### config.mk
export PLATFORM = sky130hd
export DESIGN_NAME = board_io_cond
export DESIGN_NICKNAME = d
export VERILOG_FILES = /design/src/rtl/board_io_pkg.sv /design/src/rtl/board_io_cond_debounce_ch.sv /design/src/rtl/board_io_cond.sv
export SDC_FILE = /design/constraint.sdc
export NUM_CORES = 1
export LEC_CHECK = 0
export CAP_MARGIN = 20
export CORE_MARGIN = 5
export CORE_UTILIZATION = 50
export DETAILED_ROUTE_END_ITERATION = 10
export GPL_ROUTABILITY_DRIVEN = 0
export GPL_TIMING_DRIVEN = 0
export PLACE_DENSITY = 0.67
export SLEW_MARGIN = 15
export SYNTH_ARGS = -nofsm -noshare
export SYNTH_HDL_FRONTEND = slang
export SYNTH_HIERARCHICAL = 1
export SYNTH_SLANG_ARGS = --single-unit
### constraint.sdc
create_clock -name clk_i -period 2.11 [get_ports clk_i]
set_input_delay 0.633 -clock clk_i [delete_from_list [all_inputs] [get_ports clk_i]]
set_output_delay 0.633 -clock clk_i [all_outputs]
set_load 0.05 [all_outputs]
### src/rtl/board_io_pkg.sv
// Shared definitions for board_io_cond: counter sizing, default timing and the
// reset-generator state type.
package board_io_pkg;

    // Width of a counter that has to hold values 0..n (never narrower than 1 bit)
    function automatic int unsigned cnt_width(input int unsigned n);
        int unsigned w;
        w = $clog2(n + 1);
        return (w < 1) ? 1 : w;
    endfunction

    // Debounce window of 10 ms expressed in clock cycles for a given clock frequency
    function automatic int unsigned debounce_cycles_for(input int unsigned clk_mhz);
        return clk_mhz * 10000;
    endfunction

    localparam int unsigned DEFAULT_DEBOUNCE_CYCLES = debounce_cycles_for(100);
    localparam int unsigned DEFAULT_RST_HOLD_CYCLES = 16;
    localparam int unsigned DEBOUNCE_CNT_W          = cnt_width(DEFAULT_DEBOUNCE_CYCLES);
    localparam int unsigned HOLD_CNT_W              = cnt_width(DEFAULT_RST_HOLD_CYCLES);

    typedef enum logic {
        RST_ASSERTED,
        RST_RELEASED
    } rst_state_t;

endpackage

### src/rtl/board_io_cond_debounce_ch.sv
// One input channel: synchroniser, stability counter and accepted level.
// With FILTER=0 the channel is a plain synchroniser and never pulses.
module debounce_ch
    import board_io_pkg::*;
#(
    parameter int unsigned SYNC_STAGES     = 2,
    parameter int unsigned DEBOUNCE_CYCLES = DEFAULT_DEBOUNCE_CYCLES,
    parameter bit          FILTER          = 1'b1
) (
    input  logic clk,
    input  logic rst,
    input  logic din,
    output logic level,
    output logic rise
);

    localparam int unsigned    CW   = cnt_width(DEBOUNCE_CYCLES);
    localparam logic [CW-1:0]  LAST = CW'(DEBOUNCE_CYCLES - 1);

    logic [SYNC_STAGES-1:0] sync;
    logic                   synced;

    assign synced = sync[SYNC_STAGES-1];

    // Bring the asynchronous input into the clock domain
    always_ff @(posedge clk or posedge rst) begin
        if (rst) sync <= '0;
        else     sync <= {sync[SYNC_STAGES-2:0], din};
    end

    generate
        if (FILTER) begin : g_filter
            logic [CW-1:0] cnt;
            logic          stable;
            logic          pulse;

            // Accept a new level only after it differed from the stable one for
            // DEBOUNCE_CYCLES consecutive samples; the rise pulse is registered
            // alongside the level so both change on the same edge
            always_ff @(posedge clk or posedge rst) begin
                if (rst) begin
                    cnt    <= '0;
                    stable <= 1'b0;
                    pulse  <= 1'b0;
                end else begin
                    pulse <= 1'b0;
                    if (synced == stable) begin
                        cnt <= '0;
                    end else if (cnt == LAST) begin
                        stable <= synced;
                        pulse  <= synced;
                        cnt    <= '0;
                    end else begin
                        cnt <= cnt + CW'(1);
                    end
                end
            end

            assign level = stable;
            assign rise  = pulse;
        end else begin : g_bypass
            assign level = synced;
            assign rise  = 1'b0;
        end
    endgenerate

endmodule

### src/rtl/board_io_cond.sv
// Board I/O conditioning: PLL-lock-qualified core reset, debounced buttons and
// switches, and sticky maskable write-1-to-clear button interrupts.
module board_io_cond
    import board_io_pkg::*;
#(
    parameter int unsigned NUM_BTN         = 5,
    parameter int unsigned NUM_SW          = 16,
    parameter int unsigned SYNC_STAGES     = 2,
    parameter int unsigned DEBOUNCE_CYCLES = DEFAULT_DEBOUNCE_CYCLES,
    parameter bit          SW_DEBOUNCE     = 1'b1,
    parameter int unsigned RST_HOLD_CYCLES = DEFAULT_RST_HOLD_CYCLES
) (
    input  logic               clk_i,
    input  logic               arst_i,
    input  logic               pll_locked_i,
    input  logic [NUM_BTN-1:0] btn_i,
    input  logic [NUM_SW-1:0]  sw_i,
    input  logic [NUM_BTN-1:0] irq_mask_i,
    input  logic [NUM_BTN-1:0] irq_ack_i,
    output logic               srst_o,
    output logic [NUM_BTN-1:0] btn_level_o,
    output logic [NUM_BTN-1:0] btn_press_o,
    output logic [NUM_BTN-1:0] irq_pending_o,
    output logic               irq_o,
    output logic [NUM_SW-1:0]  sw_o
);

    localparam int unsigned   HW        = cnt_width(RST_HOLD_CYCLES);
    localparam logic [HW-1:0] HOLD_LAST = HW'(RST_HOLD_CYCLES - 1);

    logic [SYNC_STAGES-1:0] lock_sync;
    logic                   lock;
    rst_state_t             rst_state;
    logic [HW-1:0]          hold_cnt;
    logic [NUM_SW-1:0]      sw_rise_unused;

    assign lock = lock_sync[SYNC_STAGES-1];

    // Synchronise PLL lock into the clock domain
    always_ff @(posedge clk_i or posedge arst_i) begin
        if (arst_i) lock_sync <= '0;
        else        lock_sync <= {lock_sync[SYNC_STAGES-2:0], pll_locked_i};
    end

    // Hold the core in reset until lock has been stable for RST_HOLD_CYCLES;
    // any lost lock sample re-asserts reset and restarts the hold period
    always_ff @(posedge clk_i or posedge arst_i) begin
        if (arst_i) begin
            rst_state <= RST_ASSERTED;
            hold_cnt  <= '0;
            srst_o    <= 1'b1;
        end else if (!lock) begin
            rst_state <= RST_ASSERTED;
            hold_cnt  <= '0;
            srst_o    <= 1'b1;
        end else begin
            case (rst_state)
                RST_ASSERTED: begin
                    if (hold_cnt == HOLD_LAST) begin
                        rst_state <= RST_RELEASED;
                        hold_cnt  <= '0;
                        srst_o    <= 1'b0;
                    end else begin
                        hold_cnt <= hold_cnt + HW'(1);
                    end
                end
                RST_RELEASED: srst_o <= 1'b0;
                default: begin
                    rst_state <= RST_ASSERTED;
                    srst_o    <= 1'b1;
                end
            endcase
        end
    end

    genvar gi;
    generate
        for (gi = 0; gi < NUM_BTN; gi++) begin : g_btn
            debounce_ch #(
                .SYNC_STAGES    (SYNC_STAGES),
                .DEBOUNCE_CYCLES(DEBOUNCE_CYCLES),
                .FILTER         (1'b1)
            ) u_ch (
                .clk  (clk_i),
                .rst  (arst_i),
                .din  (btn_i[gi]),
                .level(btn_level_o[gi]),
                .rise (btn_press_o[gi])
            );
        end
        for (gi = 0; gi < NUM_SW; gi++) begin : g_sw
            debounce_ch #(
                .SYNC_STAGES    (SYNC_STAGES),
                .DEBOUNCE_CYCLES(DEBOUNCE_CYCLES),
                .FILTER         (SW_DEBOUNCE)
            ) u_ch (
                .clk  (clk_i),
                .rst  (arst_i),
                .din  (sw_i[gi]),
                .level(sw_o[gi]),
                .rise (sw_rise_unused[gi])
            );
        end
    endgenerate

    // Sticky press flags; a press in the same cycle as its ack keeps the bit set
    always_ff @(posedge clk_i or posedge arst_i) begin
        if (arst_i) irq_pending_o <= '0;
        else        irq_pending_o <= (irq_pending_o & ~irq_ack_i) | btn_press_o;
    end

    assign irq_o = |(irq_pending_o & irq_mask_i);

endmodule

==> key figures, run 1 <==
Status
  – Status: finished, violations left
  – Violated checks: negative setup slack

Clocking
  – TritonCTS clock tree: done
  – Total number of H-tree levels: 2
  – Root cell of the clock tree: clkbuf_16
  – Maximum buffer depth of the clock tree: 3
  – Reg clk slew, reported paths: 60 ps
  – Latest clock arrival within the worst-skew pair: 590 ps
  – Number of clock sinks: 502
  – Number of clock buffers inserted by TritonCTS: 55

Critical path
  – Slowest stage cell on the critical path: dfrtp_2
  – Count of buffer and inverter cells on the critical path: 1
  – Crit path max fanout: 3
  – Cell-by-cell trace of the critical path: a222oi_1 -> nand2_1 -> buf_6
  – Worst path max stage delay: 450 ps
  – Crit path required time: 1480 ps
  – Element type at the critical path start: flop
  – Category of the most critical setup path: reg2out
  – Critical Path End Type: output port
  – CP arrival: 1650 ps
  – Cell family contributing the most delay on the critical path: flip-flops

Finish
  – Number of nets in the finished design: 2,491
  – Total inserted antenna cells: 0
  – Utilization of the core after routing: 57.5%
  – Area growth, synth to finish: 14.6%
  – Post-layout instance count excluding filler cells: 3,149
  – Share of layout cells above drive strength 1: 15.4%
  – Filler cell count in the final layout: 4,256

Drt
  – Number of vias after detailed routing: 17,546
  – Count of antenna-violating nets left after detailed routing: 0
  – DRT Wirelength: 47.8 mm
  – Mean number of vias per cell: 5.57
  – DRC violation total after the first TritonRoute iteration: 818
  – Initial DRT Pass Iterations: 5
  – Detailed-route wire length per cell: 15.2 um
  – Number of design rule violations left after detail routing: 0

Floorplanning
  – Core area: 49,900 um2
  – Height of the die: 234 um
  – Io pins: 67
  – Standard-cell rows: 82
  – Die area: 54,600 um2
  – Die width: 234 um
  – Initial standard-cell utilization of the core: 50.2%

Synthesis
  – Area of the mapped netlist: 25,000 um2
  – Syn Nets: 2,343
  – Average instance area after synthesis: 10.9 um2
  – Synth Warn #: 6
  – Gate count after technology mapping: 2,287

Power and ir drop
  – Cell area power density: 717 nW/um2
  – Highest ir drop seen on vdd: 955 uV
  – Leakage Power: 11.9 nW

Flow run
  – Max_cap viols: 0

Timing
  – Final Hold Slack: 347 ps
  – Sum of negative setup slack: -270 ps
  – Final Critical Period: 2280 ps
  – Worst Tran Pin Value: 922 ps
  – Number of max-slew violations in the final report: 0
  – Number of endpoints with negative hold slack in the final report: 0
  – Max frequency: 439 MHz
  – Post-route clock skew: 16.2 ps
  – Worst max-slew margin expressed relative to the limit: 38.4%
  – Final clock period utilization by the worst path: 108%
  – Unrepaired setup endpoints after global routing: yes
  – Final setup violating endpoints: 2
  – Final Worst Setup Slack: -169 ps

Global route
  – Initial antenna violation count: 0
  – Maximum number of pins on one net before global-route repair: 25
  – Global router's overall resource usage: 17.8%
  – Via count of the first global-routing pass: 17,784
  – Global-route wire length before repair: 84.3 mm
  – Total global routing overflow: 0

Place
  – Post-DP HPWL: 31.7 mm
  – Number of placed instances, taps included: 3,025
  – Setup WS pre-CTS: -670 ps
  – IO buf count: 66

Hold path
  – Hold WC Path Type: reg2reg
-- metrics by stage --
| stage | instance area [um2] | total power (W) |
|---|---|---|
| final | 28700 | 0.0205 |
| after global placement | 26500 | 0.0107 |
| after global routing | 28700 | 0.0214 |
| after floorplan | 25000 | 0.0105 |
| after detailed placement | 26500 | 0.0108 |
| after CTS | 28500 | 0.0209 |
-- per-layer routing --
layer,up-vias,GRT usage (%),part of all wire (%)
met5,-,0,0
met4,0,4.72,1.6
met3,59,2.76,2.9
met2,175,29.7,49
met1,8765,24.5,47
li1,8547,-,-
-- layout make-up --
cell class	count	area (um2)	area share [%]
multi-input combinational	1694	12000	42.0
buffer	21	158	0.550
timing repair buffer	91	892	3.11
tap	672	841	2.93
clock buffer	81	1650	5.74
inverter	70	263	0.916
sequential	502	12600	43.8
clock inverter	18	262	0.912
-- flip-flops by register name, summed over array words and instances (netlist names) --
| signal | count |
|---|---|
| g_sw.u_ch/level | 16 |
| rst_state | 1 |
| g_btn.u_ch/rise | 5 |
| g_btn.u_ch/sync | 10 |
| irq_pending_o | 5 |
| srst_o | 1 |
| hold_cnt | 5 |
| g_sw.u_ch/g_filter.cnt | 320 |
| g_btn.u_ch/level | 5 |
| g_btn.u_ch/g_filter.cnt | 100 |
| g_sw.u_ch/sync | 32 |
| lock_sync | 2 |
-- cells in the final DEF, fill, tap and decap left out, types with 45 or more instances in the layout --
cell type,n
xnor2_1,148
or4_1,63
xor2_1,147
clkbuf_16,56
inv_1,70
dfrtp_1,500
nand3_1,107
nor2_1,336
nand2_1,132
buf_4,45
a21oi_1,105
and3_1,63
o31ai_1,64
-- final timing paths --
path | end | cells after the start | slack, ps | from
setup / recovery | irq_o | 3 | -170 | irq_pending_o[0]
hold / removal | g_sw[13].u_ch/sync[1] | 0 | 350 | g_sw[13].u_ch/sync[0]
setup reg to reg | g_sw[7].u_ch/g_filter.cnt[13] | 5 | 100 | g_sw[7].u_ch/g_filter.cnt[10]
hold reg to reg | g_sw[13].u_ch/sync[1] | 0 | 350 | g_sw[13].u_ch/sync[0]
max in group asynchronous | g_btn[0].u_ch/g_filter.cnt[17] | 2 | 900 | arst_i
min in group asynchronous | g_btn[2].u_ch/g_filter.cnt[5] | 2 | 400 | arst_i
-- worst register-to-register path: cells and delay by family, from the launching register on --
| kind | cells | cell delay, ps |
|---|---|---|
| AND/OR/NAND/NOR | 3 | 550 |
| flip-flops | 1 | 440 |
| AO/OA/AOI/OAI | 1 | 610 |
| buffers and inverters | 1 | 290 |
-- power by group --
group	internal [W]	switching, W
logic	0.000264	0.000446
registers	0.00978	0.000129
clock network	0.00611	0.00383
-- repair_timing --
action,in CTS,in global routing
gates resized for setup,109,2
pin swaps,0,15
hold buffers,0,0
setup endpoints to repair,33,145
setup buffers,1,22
(Power assumes the default switching activity.)
==> inputs of run 2 (changes only) <==
Settings changed: CTS_BUF_LIST set to sky130_fd_sc_hd__clkbuf_16, GPL_TIMING_DRIVEN 0 to not set, RECOVER_POWER set to 100.
==> key figures, run 2 (synthesized netlist as in run 1, its figures left out) <==
Status
  – Status: finished, violations left
  – Violated checks: negative setup slack

Finish
  – Filler cell count in the final layout: 4,321 (+1.5%)
  – Share of layout cells above drive strength 1: 16.2% (+0.87 points)
  – Register with the highest flop count: g_sw.u_ch/g_filter.cnt
  – Most frequent standard cell in the layout excluding fill and tap cells: dfrtp_1
  – Area growth, synth to finish: 15.1%
  – Finished layout cell area: 28,800 um2 (+0.45%)
  – Number of nets in the finished design: 2,535 (+1.8%)
  – Largest registers: g_sw.u_ch/g_filter.cnt: 320 flops, g_btn.u_ch/g_filter.cnt: 100 flops, g_sw.u_ch/sync: 32 flops
  – Post-layout instance count excluding filler cells: 3,189 (+1.3%)
  – Total inserted antenna cells: 0 (unchanged)
  – Commonest cells after routing, fill and taps aside: 501 x dfrtp_1, 336 x nor2_1, 148 x xnor2_1
  – Flip-flop count of the largest register, all copies and words added: 320 (unchanged)

Drt
  – Initial DRT Pass Iterations: 4 (-1)
  – DRT Wirelength: 47.8 mm (about the same)
  – Number of vias after detailed routing: 17,684 (+0.79%)
  – DRC violation total after the first TritonRoute iteration: 966 (+18%)
  – Detailed-route wire length per cell: 15.0 um (-1.2%)
  – Number of design rule violations left after detail routing: 0 (unchanged)
  – Mean number of vias per cell: 5.55 (-0.48%)
  – Count of antenna-violating nets left after detailed routing: 0 (unchanged)

Place
  – IO buf count: 66 (unchanged)
  – Post-DP HPWL: 32.6 mm (+2.7%)
  – Number of placed instances, taps included: 3,094 (+2.3%)
  – Placed inst area: 27,000 um2 (+1.7%)

Flow run
  – Max_cap viols: 0 (unchanged)

Timing
  – Number of max-slew violations in the final report: 0 (unchanged)
  – Final Critical Period: 2260 ps (-16.9 ps)
  – Final Worst Setup Slack: -152 ps (+16.9 ps)
  – Final setup violating endpoints: 1 (-1)
  – Max frequency: 442 MHz (+0.75%)
  – Post-route clock skew: 10.5 ps (-5.72 ps)
  – Sum of negative setup slack: -152 ps (+118 ps)
  – Worst max-slew margin expressed relative to the limit: 47.2% (+8.7 points)
  – Final clock period utilization by the worst path: 107% (-0.80 points)
  – Unrepaired setup endpoints after global routing: yes
  – Worst Tran Pin Value: 792 ps (-130 ps)
  – Number of endpoints with negative hold slack in the final report: 0 (unchanged)

Clocking
  – Reg clk slew, reported paths: 60 ps (about the same)
  – Total number of H-tree levels: 2 (unchanged)
  – Hold Buf Count CTS: 0 (unchanged)
  – TritonCTS clock tree: done
  – Latest clock arrival within the worst-skew pair: 590 ps (about the same)
  – Number of clock sinks: 502 (unchanged)
  – Number of clock buffers inserted by TritonCTS: 55 (unchanged)
  – Maximum buffer depth of the clock tree: 3 (unchanged)
  – Root cell of the clock tree: clkbuf_16

Floorplanning
  – Core area: 49,900 um2 (unchanged)
  – Die width: 234 um (unchanged)
  – Initial standard-cell utilization of the core: 50.2% (unchanged)
  – Standard-cell rows: 82 (unchanged)
  – Io pins: 67 (unchanged)
  – Height of the die: 234 um (unchanged)
  – Die area: 54,600 um2 (unchanged)

Critical path
  – Critical Path End Type: output port
  – Category of the most critical setup path: in2out
  – Source of the critical timing path: irq_mask_i[0]
  – Cell family contributing the most delay on the critical path: buffers and inverters
  – Slowest stage cell on the critical path: clkdlybuf4s50_1
  – Crit path required time: 1480 ps (about the same)
  – CP arrival: 1630 ps (-20 ps)
  – Element type at the critical path start: input port
  – Count of buffer and inverter cells on the critical path: 2 (+1)
  – Worst r2r src: g_btn[2].u_ch/g_filter.cnt[10]
  – Cell-by-cell trace of the critical path: clkdlybuf4s50_1 -> a222oi_1 -> nand2_1 -> buf_6
  – Crit path max fanout: 1 (-2)
  – Worst path max stage delay: 400 ps (-50 ps)

Global route
  – Global-route wire length before repair: 85.0 mm (+0.88%)
  – Total global routing overflow: 0 (unchanged)
  – Via count of the first global-routing pass: 18,254 (+2.6%)
  – Global router's overall resource usage: 17.9% (+0.084 points)
  – Initial antenna violation count: 0 (unchanged)
  – Maximum number of pins on one net before global-route repair: 25 (unchanged)

Power and ir drop
  – Highest ir drop seen on vdd: 584 uV (-39%)
  – Cell area power density: 710 nW/um2 (-0.93%)
  – Leakage Power: 12.1 nW (+1.6%)

Hold path
  – Hold WC Path Type: reg2reg
  – Beginning of the worst hold path: g_btn[4].u_ch/sync[0]
## run 2: changes by cell type in the layout (fill, tap and decap cells not counted), sizes merged
cell           previous run  this run
clkdlybuf4s18             1         0
bufinv                    6        10
clkinv                   10        21
clkbuf                   81        63
buf                      51       116
inv                      71        76
clkinvlp                  1         2
dlygate4sd2               1         0
dlygate4sd3               0        27
clkdlybuf4s50            32         6
clkdlybuf4s15            27         0
## run 2: final cells by class
| type | instances | area [um2] | area share, % |
|---|---|---|---|
| Sequential cell | 502 | 12600 | 43.6 |
| Clock inverter | 39 | 450 | 1.56 |
| Inverter | 70 | 263 | 0.912 |
| Timing Repair Buffer | 156 | 1240 | 4.32 |
| Tap cell | 672 | 841 | 2.92 |
| Clock buffer | 56 | 1400 | 4.87 |
| Multi-Input combinational cell | 1694 | 12000 | 41.8 |
## run 2: worst paths after layout
| path | end | cells after the start | slack, ps |
|---|---|---|---|
| worst min-delay path | g_btn[4].u_ch/sync[1] | 0 | 340 |
| min in group asynchronous | g_sw[14].u_ch/sync[0] | 3 | 950 |
| worst max-delay path | irq_o | 4 | -150 |
| worst max register to register | g_btn[2].u_ch/level | 4 | 160 |
| max in group asynchronous | g_sw[10].u_ch/g_filter.cnt[2] | 4 | 370 |
| worst min register to register | g_btn[4].u_ch/sync[1] | 0 | 340 |
## run 2: where the power goes
part,internal [W],switching [W],leakage (nW)
Combinational,0.000272,0.000440,4.35
Clock,0.00600,0.00383,0.921
Sequential,0.00978,0.000130,6.85
## run 2: worst register-to-register path, cell delays in order (launching register included)
cell and delay (ps):
dfrtp_1 440, nor4_2 350, nand4_2 190, or4_4 550
mux2_4 310
## run 2: timing repair
item                       4_1_cts  5_1_grt
setup endpoints to repair        1        1
buffers inserted                 0        0
gates resized for setup          1        0
## run 2: per-layer routing
layer  vias up  GRT usage (%)  routed length (um)  share of wire [%]
met5         -              0                   0                  0
met4         0           4.40                 869                1.8
met3        63           3.06                1420                3.0
met2       183           30.8               23400                 49
met1      8797           23.8               22100                 46
li1       8641              -                   -                  -
## run 2: through the flow
stage               setup slack [ps]  util (%)  hold slack [ps]  power (W)
floorplan                        198         -              331     0.0105
finish                          -152      57.8              340     0.0204
global placement                -170      54.1              332     0.0108
global route                    -208      57.8              352     0.0213
detailed placement              -168      54.1              336     0.0108
CTS                             -178      57.8              346     0.0208
==> inputs of run 3 (changes only) <==
Settings changed: PLACE_DENSITY 0.67 to 0.69.
Clock period 2.11 ns to 2 ns, I/O delays scaled along.
==> key figures, run 3 (synthesized netlist as in run 1, its figures left out) <==
Status
  – Status: finished, violations left
  – Violated checks: negative setup slack

Drt
  – Number of vias after detailed routing: 17,684 (unchanged)
  – Number of design rule violations left after detail routing: 0 (unchanged)
  – Mean number of vias per cell: 5.51 (-0.62%)
  – Initial DRT Pass Iterations: 5 (+1)
  – Detailed-route wire length per cell: 14.9 um (-0.55%)
  – DRC violation total after the first TritonRoute iteration: 849 (-12%)
  – Count of antenna-violating nets left after detailed routing: 0 (unchanged)
  – DRT Wirelength: 47.8 mm (about the same)

Clocking
  – Total number of H-tree levels: 2 (unchanged)
  – Maximum buffer depth of the clock tree: 3 (unchanged)
  – Root cell of the clock tree: clkbuf_16
  – Reg clk slew, reported paths: 60 ps (about the same)
  – Number of clock sinks: 502 (unchanged)
  – TritonCTS clock tree: done
  – Number of clock buffers inserted by TritonCTS: 55 (unchanged)
  – Latest clock arrival within the worst-skew pair: 600 ps (about the same)
  – Hold Buf Count CTS: 0 (unchanged)

Floorplanning
  – Height of the die: 234 um (unchanged)
  – Die area: 54,600 um2 (unchanged)
  – Core area: 49,900 um2 (unchanged)
  – Io pins: 67 (unchanged)
  – Standard-cell rows: 82 (unchanged)
  – Die width: 234 um (unchanged)
  – Initial standard-cell utilization of the core: 50.2% (unchanged)

Finish
  – Total inserted antenna cells: 0 (unchanged)
  – Largest registers: g_sw.u_ch/g_filter.cnt: 320 flops, g_btn.u_ch/g_filter.cnt: 100 flops, g_sw.u_ch/sync: 32 flops
  – Number of nets in the finished design: 2,549 (+0.55%)
  – Share of layout cells above drive strength 1: 13.8% (-2.5 points)
  – Flip-flop count of the largest register, all copies and words added: 320 (unchanged)
  – Commonest cells after routing, fill and taps aside: 500 x dfrtp_1, 336 x nor2_1, 148 x xnor2_1
  – Most frequent standard cell in the layout excluding fill and tap cells: dfrtp_1
  – Register with the highest flop count: g_sw.u_ch/g_filter.cnt
  – Area growth, synth to finish: 12.8%

Timing
  – Final Critical Period: 2220 ps
  – Final setup violating endpoints: 18 (+17)
  – Unrepaired setup endpoints after global routing: yes
  – Post-route clock skew: 20.5 ps (+9.94 ps)
  – Final Worst Setup Slack: -216 ps (-63.3 ps)
  – Max frequency: 451 MHz
  – Worst Tran Pin Value: 868 ps (+76.2 ps)
  – Number of endpoints with negative hold slack in the final report: 0 (unchanged)
  – Number of max-slew violations in the final report: 0 (unchanged)
  – Final clock period utilization by the worst path: 111%
  – Sum of negative setup slack: -1390 ps (-1230 ps)
  – Worst max-slew margin expressed relative to the limit: 42.1% (-5.1 points)

Hold path
  – Beginning of the worst hold path: g_btn[4].u_ch/sync[0]
  – Hold WC Path Type: reg2reg
  – Number of stages on the worst hold path: 0 (unchanged)
  – Capture endpoint of the worst hold path: g_btn[4].u_ch/sync[1]

Global route
  – Initial antenna violation count: 2 (+2)
  – Via count of the first global-routing pass: 17,932 (-1.8%)
  – Global-route wire length before repair: 84.2 mm (-0.97%)
  – Maximum number of pins on one net before global-route repair: 25 (unchanged)
  – Total global routing overflow: 0 (unchanged)
  – Global router's overall resource usage: 17.8% (-0.13 points)

Critical path
  – CP arrival: 1620 ps (about the same)
  – Critical Path End Type: output port
  – Element type at the critical path start: flop
  – Worst R2R End: g_sw[6].u_ch/g_filter.cnt[17]
  – Crit path required time: 1400 ps (-80 ps)
  – Crit path max fanout: 2 (+1)
  – Worst reg2reg path depth: 5 (+1)
  – Category of the most critical setup path: reg2out
  – R2R setup slack: -90 ps (-250 ps)
  – Worst r2r src: g_sw[6].u_ch/g_filter.cnt[16]

Power and ir drop
  – Highest ir drop seen on vdd: 693 uV (+19%)
  – Total power: 0.0218 W (+6.4%)
  – Leakage Power: 11.7 nW (-3.3%)
  – Cell area power density: 771 nW/um2 (+8.6%)

Place
  – IO buf count: 66 (unchanged)
  – Setup WS pre-CTS: -189 ps (-20.8 ps)
  – Post-DP HPWL: 32.6 mm (about the same)

Flow run
  – Max_cap viols: 0 (unchanged)
## run 3: worst max path at each step
stage	startpoint	end	slack [ps]	depth (start not counted)
2_1_floorplan	irq_pending_o[0]	irq_o	130	2
3_3_place_gp	irq_mask_i[0]	irq_o	-210	4
3_5_place_dp	irq_mask_i[0]	irq_o	-190	4
4_1_cts	irq_pending_o[0]	irq_o	-270	3
5_1_grt	irq_pending_o[0]	irq_o	-350	3
6_report	irq_pending_o[0]	irq_o	-220	3
## run 3: report_power, final
part	total, W	switching (W)	internal [W]
Sequential	0.0105	0.000139	0.0103
Clock	0.0106	0.00414	0.00650
Combinational	0.000678	0.000453	0.000225
Total	0.0218	0.00473	0.0170
## run 3: cell type report
| type | instances | area [um2] |
|---|---|---|
| clock buffers | 56 | 1400 |
| clock inverters | 45 | 520 |
| fillers | 4391 | 21600 |
| inverters | 70 | 263 |
| multi-input cells | 1694 | 11500 |
| flip-flops and latches | 502 | 12600 |
| well taps | 672 | 841 |
| repair buffers | 170 | 1140 |
## run 3: through the flow
stage / instance area, um2 / utilization (%) / std cells / hold WS (ps)
finish: 28200 / 56.6 / 3209 / 339
floorplan: 25000 / - / 2287 / 331
CTS: 29100 / 58.4 / 3208 / 348
global route: 28200 / 56.6 / 3209 / 356
global placement: 27200 / 54.5 / 3106 / 333
detailed placement: 27200 / 54.5 / 3106 / 335
## run 3: repair_timing
action,4_1_cts,5_1_grt
pin swaps,0,2
buffers inserted,1,1
resized for setup,2,3
endpoints found under the setup margin,1,6
## run 3: worst max-delay path, stage by stage (launching register included)
cell and delay (ps):
dfrtp_2 450, a222oi_1 310, nand2_1 100, buf_6 160
## run 3: per-layer routing
layer	routed length [um]	vias to the layer above	track usage [%]
li1	-	8668	-
met1	22200	8748	24.1
met2	23300	203	30.0
met3	1450	63	2.87
met4	846	2	4.64
met5	7	-	0
